## src/rtl/pipe_hazard_ctrl.sv

```systemverilog
// pipe_hazard_ctrl: hazard and flow controller for the RV32I 5-stage pipeline.
// Generates per-stage hold/flush, PC redirects for taken jumps and traps, and
// sequences data-bus waits with a timeout trap and illegal-instruction traps.
// Optional build macro: HAZ_PERF_CNT_EN adds the stall_cnt_o counter port.
module pipe_hazard_ctrl #(
    parameter logic [31:0] TRAP_VEC    = 32'h0000_0100,
    parameter int          MEM_TIMEOUT = 16
) (
    input  logic        clk,
    input  logic        rst_n,
    input  logic        id_valid_i,
    input  logic        id_illegal_i,
    input  logic        id_rs1en_i,
    input  logic        id_rs2en_i,
    input  logic [4:0]  id_rs1_addr_i,
    input  logic [4:0]  id_rs2_addr_i,
    input  logic        ex_rd_wen_i,
    input  logic [4:0]  ex_rd_addr_i,
    input  logic        ex_is_load_i,
    input  logic        ex_jump_i,
    input  logic [31:0] ex_jump_addr_i,
    input  logic        mem_req_i,
    input  logic        mem_ack_i,
    output logic        hold_if_o,
    output logic        hold_id_o,
    output logic        hold_ex_o,
    output logic        hold_mem_o,
    output logic        flush_id_o,
    output logic        flush_ex_o,
    output logic        redirect_o,
    output logic [31:0] redirect_addr_o,
    output logic        trap_o,
`ifdef HAZ_PERF_CNT_EN
    output logic [31:0] stall_cnt_o,
`endif
    output logic [1:0]  trap_cause_o
);

    typedef enum logic [1:0] {
        ST_RUN      = 2'd0,
        ST_MEM_WAIT = 2'd1,
        ST_TRAP     = 2'd2
    } state_t;

    localparam logic [1:0] CAUSE_ILLEGAL = 2'b01;
    localparam logic [1:0] CAUSE_BUS_TO  = 2'b10;

    // Wait counter only needs to reach MEM_TIMEOUT-1 (MEM_TIMEOUT >= 2).
    localparam int               CNT_W    = $clog2(MEM_TIMEOUT);
    localparam logic [CNT_W-1:0] CNT_LAST = CNT_W'(MEM_TIMEOUT - 1);

    state_t           state, state_nxt;
    logic [CNT_W-1:0] wait_cnt, wait_cnt_nxt;
    logic [1:0]       cause_nxt;

    logic        hold_if_c, hold_id_c, hold_ex_c, hold_mem_c;
    logic        flush_id_c, flush_ex_c, redirect_c, trap_c;
    logic [31:0] redirect_addr_c;
    logic        load_use;

    // Load-use: EX load writes a non-x0 register that ID reads (full 5-bit match).
    assign load_use = ex_is_load_i & ex_rd_wen_i & (ex_rd_addr_i != 5'd0) &
                      ((id_rs1en_i & (id_rs1_addr_i == ex_rd_addr_i)) |
                       (id_rs2en_i & (id_rs2_addr_i == ex_rd_addr_i)));

    // Next-state and combinational control outputs from state plus inputs.
    always_comb begin
        // NOTE: every signal gets a default before the case so no path leaves
        // one unassigned, which would otherwise infer a latch.
        state_nxt       = state;
        wait_cnt_nxt    = wait_cnt;
        cause_nxt       = trap_cause_o;
        hold_if_c       = 1'b0;
        hold_id_c       = 1'b0;
        hold_ex_c       = 1'b0;
        hold_mem_c      = 1'b0;
        flush_id_c      = 1'b0;
        flush_ex_c      = 1'b0;
        redirect_c      = 1'b0;
        redirect_addr_c = 32'h0;
        trap_c          = 1'b0;

        unique case (state)
            ST_RUN: begin
                if (mem_req_i && !mem_ack_i) begin
                    // Bus not ready: freeze the whole pipe and start counting.
                    {hold_if_c, hold_id_c, hold_ex_c, hold_mem_c} = 4'b1111;
                    state_nxt    = ST_MEM_WAIT;
                    wait_cnt_nxt = CNT_W'(1);
                end else if (ex_jump_i) begin
                    redirect_c      = 1'b1;
                    redirect_addr_c = ex_jump_addr_i;
                    flush_id_c      = 1'b1;
                    flush_ex_c      = 1'b1;
                end else if (id_valid_i && id_illegal_i) begin
                    // Keep the faulting instruction out of EX; trap next cycle.
                    hold_if_c  = 1'b1;
                    hold_id_c  = 1'b1;
                    flush_ex_c = 1'b1;
                    state_nxt  = ST_TRAP;
                    cause_nxt  = CAUSE_ILLEGAL;
                end else if (load_use) begin
                    // One bubble lets the load data reach the forwarding path.
                    hold_if_c  = 1'b1;
                    hold_id_c  = 1'b1;
                    flush_ex_c = 1'b1;
                end
            end

            ST_MEM_WAIT: begin
                if (mem_ack_i) begin
                    // Ack wins even on the timeout cycle.
                    state_nxt    = ST_RUN;
                    wait_cnt_nxt = '0;
                end else if (wait_cnt == CNT_LAST) begin
                    {hold_if_c, hold_id_c, hold_ex_c, hold_mem_c} = 4'b1111;
                    state_nxt    = ST_TRAP;
                    cause_nxt    = CAUSE_BUS_TO;
                    wait_cnt_nxt = '0;
                end else begin
                    {hold_if_c, hold_id_c, hold_ex_c, hold_mem_c} = 4'b1111;
                    wait_cnt_nxt = wait_cnt + CNT_W'(1);
                end
            end

            ST_TRAP: begin
                redirect_c      = 1'b1;
                redirect_addr_c = TRAP_VEC;
                flush_id_c      = 1'b1;
                flush_ex_c      = 1'b1;
                trap_c          = 1'b1;
                state_nxt       = ST_RUN;
            end

            default: begin
                state_nxt    = ST_RUN;
                wait_cnt_nxt = '0;
            end
        endcase
    end

    // FSM state, wait counter and registered trap cause.
    always_ff @(posedge clk or negedge rst_n) begin
        if (!rst_n) begin
            state        <= ST_RUN;
            wait_cnt     <= '0;
            trap_cause_o <= 2'b00;
        end else begin
            // NOTE: non-blocking assignments so every register samples the
            // pre-edge values, independent of statement order.
            state        <= state_nxt;
            wait_cnt     <= wait_cnt_nxt;
            trap_cause_o <= cause_nxt;
        end
    end

    // Combinational outputs are forced low while reset is asserted.
    assign hold_if_o       = rst_n & hold_if_c;
    assign hold_id_o       = rst_n & hold_id_c;
    assign hold_ex_o       = rst_n & hold_ex_c;
    assign hold_mem_o      = rst_n & hold_mem_c;
    assign flush_id_o      = rst_n & flush_id_c;
    assign flush_ex_o      = rst_n & flush_ex_c;
    assign redirect_o      = rst_n & redirect_c;
    assign trap_o          = rst_n & trap_c;
    assign redirect_addr_o = rst_n ? redirect_addr_c : 32'h0;

`ifdef HAZ_PERF_CNT_EN
    // Count every cycle the IF/ID register is frozen; wraps naturally.
    always_ff @(posedge clk or negedge rst_n) begin
        if (!rst_n) begin
            stall_cnt_o <= 32'h0;
        end else if (hold_id_o) begin
            stall_cnt_o <= stall_cnt_o + 32'd1;
        end
    end
`endif

endmodule

```

## config.mk

```make
export PLATFORM = sky130hd
export DESIGN_NAME = pipe_hazard_ctrl
export DESIGN_NICKNAME = d
export VERILOG_FILES = /design/src/rtl/pipe_hazard_ctrl.sv
export SDC_FILE = /design/constraint.sdc
export NUM_CORES = 1
export LEC_CHECK = 0
export CAP_MARGIN = 20
export CORE_UTILIZATION = 28
export DETAILED_ROUTE_END_ITERATION = 16
export HOLD_SLACK_MARGIN = 0.03
export PLACE_DENSITY_LB_ADDON = 0.08
export SYNTH_ARGS = -nofsm -noshare
export SYNTH_HDL_FRONTEND = slang
export SYNTH_SLANG_ARGS = --single-unit
export TNS_END_PERCENT = 5
```

## constraint.sdc

```tcl
create_clock -name clk -period 5.4 [get_ports clk]
set_input_delay 1.08 -clock clk [delete_from_list [all_inputs] [get_ports clk]]
set_output_delay 1.08 -clock clk [all_outputs]
set_load 0.02 [all_outputs]
```

# --- Yosys cells after proc, flatten, opt, wreduce, memory -nomap -nowiden ---
# Index checks and enable logic that the tools add are counted.
totals:
  reg_bits: 8
  latch_bits: 0
  inputBits: 58
  output_inout_bits: 42
  romBits: 0
  ram_bits: 0
  n_memories: 0
classes:
  n_mul: 0
  shifts: 0
  n_lt_le_gt_ge: 0
  add_sub_neg: 1
  mux: 34
  eq_ne: 14
  bitwise: 12
  div_mod_pow: 0
  reduce_logical: 9
op_table:
  columns: ["op", "n"]
  rows:
  - ["$mux 32", 3]
  - ["$pmux 32 s2", 1]
  - ["$mux 2", 9]
  - ["$mux 4", 3]
  - ["$ne 2x2->1 const B", 6]
  - ["$pmux 4 s3", 1]
  - ["$mux 1", 11]
  - ["$and 1x1->1", 10]
  - ["$eq 5x5->1", 2]
  - ["$ne 3x3->1 const B", 3]
  - ["$pmux 1 s2", 4]
  - ["$pmux 2 s2", 2]
  - ["$reduce_and 6->1", 1]
  - ["$reduce_bool 5->1", 1]
  - ["$add 4x1->4 const B", 1]
  - ["$eq 4x4->1 const B", 1]
  - ["$reduce_and 3->1", 1]
  - ["$eq 2x1->1 const B", 1]
  - ["$eq 2x2->1 const B", 1]
  - ["$logic_and 1x1->1", 2]
  - ["$logic_not 2->1", 1]
  - ["$reduce_and 2->1", 1]
  - ["$reduce_bool 2->1", 1]
  - ["$logic_not 1->1", 1]
  - ["2 further kinds", 2]

# --- Depth between registers and ports, before layout ---
logic_depth:
  word_depth: 10
  ltp_mapped: 6
  depth_no_buf: 5

# --- Worst setup path after synthesis ---
# No wires, ideal clock.
synth_path:
  path_kind: "in2out"
  start: "input ex_rd_addr_i[0]"
  end: "output hold_if_o"
  arrival_time_ps: 2302
  cell_stages: 5
  path_buffers: 1
  slack_ps: 2018
  path_cell_list: "or3_1 -> o311a_1 -> a22oi_2 -> o22ai_1 -> buf_4"
synth_via:
  elab_chain_cells: 10
  word_cells_on_any_way: 14
synth_rtl:
  columns: ["element", "line", "rtl"]
  rows:
  - ["from (decl)", "18", "input logic [4:0] ex_rd_addr_i,"]
  - ["$eq 5x5->1 (on tied branches)", "63, 64", null]
  - ["$and 1x1->1 (on tied branches)", "63, 64", null]
  - ["$or 1x1->1", "63", "((id_rs1en_i & (id_rs1_addr_i == ex_rd_addr_i)) |"]
  - ["$and 1x1->1 (*)", "62", "assign load_use = ex_is_load_i & ex_rd_wen_i & (ex_rd_addr_i != 5'd0) &"]
  - ["$mux 1 (*) (4 in series)", null, null]
  - ["$pmux 1 s2 (*)", null, null]
  - ["$and 1x1->1 (*)", null, null]
  - ["to (decl)", "24", "output logic hold_if_o,"]
# Mark *: on every way between the ends. The rest lies on a longest branch, timed or not.

# --- Worst setup path in the final report ---
layout_path:
  start: "input rst_n"
  end: "output redirect_addr_o[8]"
layout_via:
  elab_chain_cells: 1
layout_rtl:
  columns: ["element", "line", "rtl"]
  rows:
  - ["from (decl)", "10", "input logic rst_n,"]
  - ["$mux 32", "166", "assign redirect_addr_o = rst_n ? redirect_addr_c : 32'h0;"]
  - ["to (decl)", "31", "output logic [31:0] redirect_addr_o,"]
# Every way passes these cells.

==> impl_results.md <==
* Worst EP required at 4.32 ns
* Critical Path End Type: output port
* PortBufs at 99
* Leakage at 0.727 nW
* Worst setup SP type: input port
* Die height at 55.3 microns
* Vias in the first global route at 1097
* Max transition margin at 51.6%
* Switch Pwr at 0.0718 mW
* Post-route DRC violation count at 0
* Status: completed
* PostCTS Resize Cnt at 0
* CTS Buffer Depth at 2
* CTS tree: built
* Synthesis-stage register bit count at 8
* GPL Wtd Cong at 0.839
* Area contributors post-synth: dfrtp_1 25%, and2_1 24%, xnor2_1 11%
* F_max at 210 MHz
* Hold Path Class: reg2reg
* Logic gate share of total power at 50.9%
* Sequential Power Share at 30.0%
* CTS clock-pin slew for the worst setup and hold paths at 0.05 ns
* GRT busiest layer: met2
* Setup Fix Bufs, Post-CTS at 0
* Die area at 0.00306 sq mm
* Sw Share at 30.6%
* Post-synth cell types at 25
* Ports at 100
* RSZ-0062 raised after global routing: no
* Dpl hpwl at 2730 microns
* H-tree levels at 1
* Worst hold margin at 0.481 ns
* Critical Path AT at 3.67 ns
* Wirelength per Cell at 13.6 microns
* Final slew viol count at 0
* Post-synthesis cell area at 796 sq um
* Row count at 18
* Period utilisation layout at 88.0%
* Yosys warning count at 0
* Clock network power share at 19.1%
* Skew-Pair Late Insertion Delay at 0.25 ns
* Synth Instances at 106
* Routed vias/inst at 4.69
* Min Tclk post-route at 4.75 ns
* Initial core utilization at 30.7%
* Final hold viol count at 0
* Pwr dens at 130 mW/mm^2
* WL final at 3140 microns
* Num CTS Buffers at 3
* Clk_skew at 0.000877 ns
* Root Buffer: clkbuf_4
* DIE WIDTH at 55.3 microns
* Initial antenna violation count at 0
* Diode count at 0
* Met1 usage at 20.0%
* Global-route wire length before repair at 4990 microns
* Syn Area/Cell at 7.51 sq um
* Overflow after GRT at 0
* Share of cells above drive strength 1 at 1.99%
* Setup TNS Final at 0 ns
* Slew @ Worst Pin at 0.727 ns
* Final ANT Viol Nets at 0
* Clock sink count at 8
* P_int at 0.163 mW
* Number of hold buffers added after cts at 0
* Power Total at 0.235 mW
* Area share of the leading cell type in the synthesized netlist at 25.2%
* Largest net degree at the start of global routing at 33
* First-pass iteration count of the detailed router at 4
* Max-cap viol count at 0
* First DRT Iteration DRCs at 33
* Area Overhead vs Synth at 127%
* Core area at 0.00259 sq mm
* Met3 Track Usage GR at 4.45%
* Via count at 1083
* Syn nets at 165
* Seq/Total Area, Yosys at 25.2%
* Final core occ at 69.8%
* Worst vdd ir at 0.000141 V
* Crit Path Max Fanout at 32
* GRT Overall Usage at 20.3%
* GR met2 Demand/Resource at 39.2%
* Final nets at 262
* Setup CP Type: in2out
* Top cell type by total area after synthesis: dfrtp_1
* Setup-failing EPs final at 0
==> stage by stage <==
stage | area (sq um) | worst slack [ns] | instances
5_1_grt | 1810 | 0.331 | 231
6_report | 1810 | 0.647 | 231
4_1_cts | 1810 | 0.621 | 231
3_5_place_dp | 1790 | 0.608 | 228
2_1_floorplan | 796 | 2.02 | 106
3_3_place_gp | 1790 | 0.722 | 228
==> placed cells by master (no fill, tap or decap), drive strengths merged <==
| cell type | netlist | final |
|---|---|---|
| a21o | 1 | 1 |
| a21oi | 4 | 4 |
| a22oi | 1 | 1 |
| a32o | 1 | 1 |
| and2 | 31 | 31 |
| and3 | 2 | 2 |
| and4 | 1 | 1 |
| clkbuf | 3 | 3 |
| clkdlybuf4s50 | 0 | 99 |
| dfrtp | 8 | 8 |
| ha | 1 | 1 |
| inv | 5 | 5 |
| mux2i | 1 | 1 |
| nand2 | 7 | 7 |
| nand3 | 2 | 2 |
| nand4 | 3 | 3 |
| nor2 | 9 | 9 |
| o21a | 1 | 1 |
| o21ai | 6 | 6 |
| o22ai | 2 | 2 |
| o311a | 1 | 1 |
| o31ai | 1 | 1 |
| or3 | 1 | 1 |
| xnor2 | 10 | 10 |
==> cells in the mapped netlist, drive strengths merged <==
| cell | count |
|---|---|
| a21o | 1 |
| a21oi | 4 |
| a22oi | 1 |
| a32o | 1 |
| and2 | 31 |
| and3 | 2 |
| and4 | 1 |
| buf | 4 |
| clkbuf | 3 |
| dfrtp | 8 |
| ha | 1 |
| inv | 5 |
| mux2i | 1 |
| nand2 | 7 |
| nand3 | 2 |
| nand4 | 3 |
| nor2 | 9 |
| o21a | 1 |
| o21ai | 6 |
| o22ai | 2 |
| o311a | 1 |
| o31ai | 1 |
| or3 | 1 |
| xnor2 | 10 |
==> final timing paths <==
path                             start  depth (start not counted)                 end  slack, ns
setup reg to reg           wait_cnt[0]                          5     trap_cause_o[0]       4.01
max in group asynchronous        rst_n                          1         wait_cnt[0]       3.99
min in group asynchronous        rst_n                          1     trap_cause_o[0]       1.13
hold / removal             wait_cnt[3]                          1         wait_cnt[3]       0.48
hold reg to reg            wait_cnt[3]                          1         wait_cnt[3]       0.48
setup / recovery                 rst_n                          7  redirect_addr_o[8]       0.65
==> metal layers <==
| metal | vias up | share of wire (%) |
|---|---|---|
| met4 | 0 | 2.4 |
| met3 | 8 | 8.8 |
| li1 | 539 | - |
| met5 | - | 0 |
| met2 | 73 | 53 |
| met1 | 463 | 36 |
==> area by class of cell <==
class	instances	area, sq um
Inverter	5	18.8
Timing Repair Buffer	99	991
Fill cell	222	782
Clock buffer	3	22.5
Tap cell	30	37.5
Sequential cell	8	200
Multi-Input combinational cell	86	538
==> critical path, stage by stage <==
cell and delay [ns]:
clkdlybuf4s50_1 0.72, inv_1 0.13, nor2_1 0.16, and3_1 0.66
nor2_1 0.17, nor2_1 0.14, clkdlybuf4s50_1 0.61
==> power groups by stage <==
stage	registers (mW)	clock network, mW	logic, mW
2_1_floorplan	0.0703	0	0.0489
3_3_place_gp	0.0707	0	0.118
3_5_place_dp	0.0714	0	0.120
4_1_cts	0.0703	0.0484	0.120
5_1_grt	0.0713	0.0495	0.129
6_report	0.0705	0.0449	0.119
==> kinds of logic after synthesis <==
| kind of cell | count (synthesis) | share of synthesized area (%) |
|---|---|---|
| compound gates | 18 | 14.8 |
| fa+ha+maj | 1 | 1.57 |
| mux | 1 | 1.26 |
| simple gates | 56 | 39.0 |
| flops | 8 | 25.2 |
| buf+inv | 12 | 7.23 |
| xor+xnor | 10 | 11.0 |
==> flip-flops by register name, indices dropped and copies added (netlist names) <==
register,flops
trap_cause_o,2
state,2
wait_cnt,4
Power figures use the tool's default switching activity.
